File: config.mk
export PLATFORM = sky130hd
export DESIGN_NAME = serial_subtractor
export DESIGN_NICKNAME = d
export VERILOG_FILES = /design/src/rtl/arith_pkg.sv /design/src/rtl/full_subtractor.sv /design/src/rtl/serial_subtractor.sv
export SDC_FILE = /design/constraint.sdc
export NUM_CORES = 1
export LEC_CHECK = 0
export ABC_AREA = 1
export BUFFER_PORTS_ARGS = -buffer_cell sky130_fd_sc_hd__buf_4
export CAP_MARGIN = 20
export CORE_MARGIN = 5
export CORE_UTILIZATION = 59
export CTS_CLUSTER_SIZE = 12
export DETAILED_ROUTE_END_ITERATION = 8
export MAX_ROUTING_LAYER = met4
export PLACE_DENSITY = 0.83
export SLEW_MARGIN = 15
export SYNTH_ARGS = -nofsm -noshare
export SYNTH_HDL_FRONTEND = slang
export SYNTH_SLANG_ARGS = --single-unit
File: constraint.sdc
create_clock -name clk -period 2.3 [get_ports clk]
set_input_delay 0.46 -clock clk [delete_from_list [all_inputs] [get_ports clk]]
set_output_delay 0.46 -clock clk [all_outputs]
set_load 0.05 [all_outputs]
File: src/rtl/arith_pkg.sv
// Shared arithmetic-stage definitions: bit-serial FSM states and the legal width range.
package arith_pkg;

  typedef enum logic [1:0] {
    S_IDLE = 2'd0,
    S_RUN  = 2'd1,
    S_DONE = 2'd2
  } state_t;

  localparam int WIDTH_MIN = 2;
  localparam int WIDTH_MAX = 32;

  function automatic bit width_ok(int w);
    return (w >= WIDTH_MIN) && (w <= WIDTH_MAX);
  endfunction

endpackage

File: src/rtl/full_subtractor.sv
// One-bit full subtractor: two cascaded half subtractors with their borrows ORed.
module full_subtractor (
  input  logic a,
  input  logic b,
  input  logic bin,
  output logic d,
  output logic bout
);

  logic w_d1, w_b1, w_b2;

  // first half: a - b
  assign w_d1 = a ^ b;
  assign w_b1 = ~a & b;
  // second half: (a - b) - bin
  assign d    = w_d1 ^ bin;
  assign w_b2 = ~w_d1 & bin;

  assign bout = w_b1 | w_b2;

endmodule

File: src/rtl/serial_subtractor.sv
// Bit-serial unsigned a - b, LSB first, one bit per clock; registered result with a done pulse.
module serial_subtractor
  import arith_pkg::*;
#(
  parameter int WIDTH = 8
) (
  input  logic             clk,
  input  logic             rst_n,
  input  logic             start,
  input  logic [WIDTH-1:0] a,
  input  logic [WIDTH-1:0] b,
  output logic             busy,
  output logic             done,
  output logic [WIDTH-1:0] diff,
  output logic             borrow,
  output logic             zero
);

  localparam int            CW   = $clog2(WIDTH);
  localparam logic [CW-1:0] LAST = CW'(WIDTH - 1);

  generate
    if (!width_ok(WIDTH)) begin : g_bad_width
      $error("serial_subtractor: WIDTH must be within 2..32");
    end
  endgenerate

  state_t           r_state, w_next;
  logic [WIDTH-1:0] r_a_sh, r_b_sh, r_r_sh;
  logic [WIDTH-1:0] r_diff;
  logic             r_borrow, r_zero;
  logic             r_br;
  logic [CW-1:0]    r_cnt;
  logic             w_d, w_bo, w_last;
  logic [WIDTH-1:0] w_res;

  full_subtractor u_fs (
    .a   (r_a_sh[0]),
    .b   (r_b_sh[0]),
    .bin (r_br),
    .d   (w_d),
    .bout(w_bo)
  );

  assign w_last = (r_cnt == LAST);
  assign w_res  = {w_d, r_r_sh[WIDTH-1:1]};

  always_ff @(posedge clk or negedge rst_n) begin
    if (!rst_n) r_state <= S_IDLE;
    else        r_state <= w_next;
  end

  always_comb begin
    w_next = r_state;
    unique case (r_state)
      S_IDLE:  if (start)  w_next = S_RUN;
      S_RUN:   if (w_last) w_next = S_DONE;
      S_DONE:  w_next = S_IDLE;
      default: w_next = S_IDLE;
    endcase
  end

  always_ff @(posedge clk or negedge rst_n) begin
    if (!rst_n) begin
      r_a_sh   <= '0;
      r_b_sh   <= '0;
      r_r_sh   <= '0;
      r_br     <= 1'b0;
      r_cnt    <= '0;
      r_diff   <= '0;
      r_borrow <= 1'b0;
      r_zero   <= 1'b0;
    end else begin
      case (r_state)
        S_IDLE: begin
          if (start) begin
            r_a_sh <= a;
            r_b_sh <= b;
            r_br   <= 1'b0;
            r_cnt  <= '0;
          end
        end
        S_RUN: begin
          r_a_sh <= {1'b0, r_a_sh[WIDTH-1:1]};
          r_b_sh <= {1'b0, r_b_sh[WIDTH-1:1]};
          r_r_sh <= w_res;
          r_br   <= w_bo;
          r_cnt  <= r_cnt + 1'b1;
          // outputs only change on the final bit, so they hold across later starts
          if (w_last) begin
            r_diff   <= w_res;
            r_borrow <= w_bo;
            r_zero   <= (w_res == '0);
          end
        end
        default: ;
      endcase
    end
  end

  assign busy   = (r_state != S_IDLE);
  assign done   = (r_state == S_DONE);
  assign diff   = r_diff;
  assign borrow = r_borrow;
  assign zero   = r_zero;

endmodule

==> reports/results.tsv <==
metric	value	unit
Startpoint Class	flip-flop	
DR WL/cell	11.9	um
Die ar.	4440	um^2
CP max FO	7	
metal2 WL	1630	um
io pins	31	
peak supply drop	774	uV
Residual DRC	0	
synthesized area	1890	um^2
Multi-input gate area	702	um^2
Total Wirelength	3460	um
htree depth	2	
largest net degree at the start of global routing	40	
Critical-path top delay cell	dfrtp_1	
Skew-Pair Late Insertion Delay	0.34	ns
gpl congestion	0.806	
leakage power	1.18	nW
Worst setup EP type	output pin	
Design Power	0.00300	W
Layout fillers	259	
GRT overflow	0	
CTS Sinks	39	
Critical Path Max Stage Delay	0.47	ns
HPWL Detailed	2450	um
Area growth syn-to-layout	13.5	%
Vias per Instance	5.00	
Synth warnings	0	
Post-CTS Setup Bufs	0	
TritonCTS Buffers	5	
CTS tree	built	
fmax	591	MHz
Worst Hold Class	in -> async	
Arr. time, crit path	1.23	ns
WL met3	231	um
cts repair resizes	0	
syn nets	238	
vias in the first global route	1344	
average size of a mapped cell	8.76	um^2
Power per Cell Area	1400	nW/um^2
Synth Instances	216	
post-route ant nets	0	
final hold violations	0	
Final Cycle Share	73.6	%
Via Count	1451	
row count	20	
DRT iter0 DRCs	127	
post-synth cell types	22	
Crit path required time	1.84	ns
Starting Density	61.5	%
Least-Margin Pin Slew	0.477	ns
PortBufs	30	
Setup TNS	0	ns
wl on met1	1540	um
core area	3080	um^2
crit path cell chain	nor2_1, buf_4	
Seq/Total Area, Yosys	51.6	%
min Tclk post-route	1.69	ns
initial antenna violation count	0	
highest metal used	met4	
RSZ-0062 raised after global routing	false	
path type of the worst setup path	reg -> out	
post-synth top area share	51.6	%
Storage cell area	976	um^2
CTS Hold Bufs	0	
final net count	268	
Diodes inserted	0	
final core occ	69.8	%
Slew Viols, Final	0	
status	complete, no violations	
clock-pin slew on the worst setup and hold paths	0.11	ns
global-route wire length before repair	6130	um
worst rel slew slack	68.2	%
overall routing resource usage	18.9	%
post-synth top area cell	dfrtp_1	
router iterations before antenna repair	4	
Die H	66.6	um
Die Width	66.6	um
#FFs+latches synth	39	
share of cells above drive strength 1	25.2	%
top post-synthesis cells by area	dfrtp_1 (52%), nand2_1 (12%), nand3_1 (7.9%)	
maxcap violations	0	
maximum root-to-sink buffer count	2	
final setup skew	0.00623	ns
setup violators final	0	
root buf cell	clkbuf_4	
[worst paths after layout]
check                                         to  slack (ns)                    from  cells after the start
hold / removal             r_r_sh[7]$_DFFE_PN0P_        0.07                   rst_n                      1
max in group asynchronous  r_b_sh[7]$_DFFE_PN0P_        1.90                   rst_n                      1
min in group clk           r_b_sh[7]$_DFFE_PN0P_        0.32                    b[7]                      3
setup / recovery                            done        0.61  r_state[0]$_DFFE_PN0P_                      2
setup reg to reg           r_a_sh[0]$_DFFE_PN0P_        0.74  r_state[0]$_DFFE_PN0P_                      5
hold reg to reg              diff[5]$_DFFE_PN0P_        0.49     diff[5]$_DFFE_PN0P_                      2
[layer usage]
layer	vias to the layer above	global-route usage, %
li1	727	-
met1	676	24.8
met2	40	28.1
met3	8	5.90
met4	0	5.84
met5	-	-
[worst max-delay path: cells and delay by family (launching register included)]
family,cells,cell delay [ns]
flops,1,0.47
buf+inv,1,0.23
simple gates,1,0.20
[registers in the layout, summed over array words and instances (netlist names)]
| name | flops |
|---|---|
| r_r_sh | 7 |
| r_b_sh | 8 |
| borrow | 1 |
| r_cnt | 3 |
| zero | 1 |
| diff | 8 |
| r_a_sh | 8 |
| r_br | 1 |
| r_state | 2 |
[cells by family after synthesis]
family / synth area share (%)
flip-flops: 51.6
AO/OA/AOI/OAI: 7.87
adder cells (fa/ha/maj): 2.38
AND/OR/NAND/NOR: 26.8
buffers and inverters: 11.4
[cells in the final DEF (no fill, tap or decap)]
cell type  instances
clkinv_2           1
o21ai_0            2
o21ai_2           12
ha_1               2
fa_1               1
inv_1             32
a21oi_1            1
nand2_4            1
clkbuf_4           5
buf_4             31
inv_4              1
nand2_1           63
or2_2              7
clkbuf_8           1
nand2_2            2
o22ai_1            1
nor2_1             9
dfrtp_1           39
nand3_1           30
nand2_8            1
a22oi_1            1
o21ai_1            3
[Yosys cell counts (all sizes together)]
cell and instances:
a21oi 1, dfrtp 39, nand3 30, nand2 67, ha 2, buf 8, fa 1, o22ai 1
or2 7, a22oi 1, inv 33, o21ai 17, nor2 9
[report_power, final]
group	switching, W	internal, W	total (W)
clock	0.000216	0.000142	0.000358
sequential	0.000178	0.000989	0.00117
combinational	0.000966	0.000508	0.00147
total	0.00136	0.00164	0.00300
[final cells by class]
type,count,area share [%]
clock inverters,1,0.233
repair buffers,31,10.8
multi-input cells,136,32.7
inverters,33,5.88
clock buffers,6,2.39
well taps,44,2.56
flip-flops and latches,39,45.4
[per-stage QoR]
| stage | setup slack, ns | instance area, um^2 | hold WS (ns) | instances |
|---|---|---|---|---|
| after global placement | 0.799 | 2090 | 0.457 | 283 |
| final | 0.608 | 2150 | 0.0698 | 290 |
| after detailed placement | 0.726 | 2090 | 0.457 | 283 |
| after global routing | 0.523 | 2150 | 0.0840 | 290 |
| after CTS | 0.612 | 2150 | 0.0875 | 290 |
| after floorplan | 0.740 | 1890 | 0.164 | 216 |
Note: power is estimated with default switching activity, not from simulation.
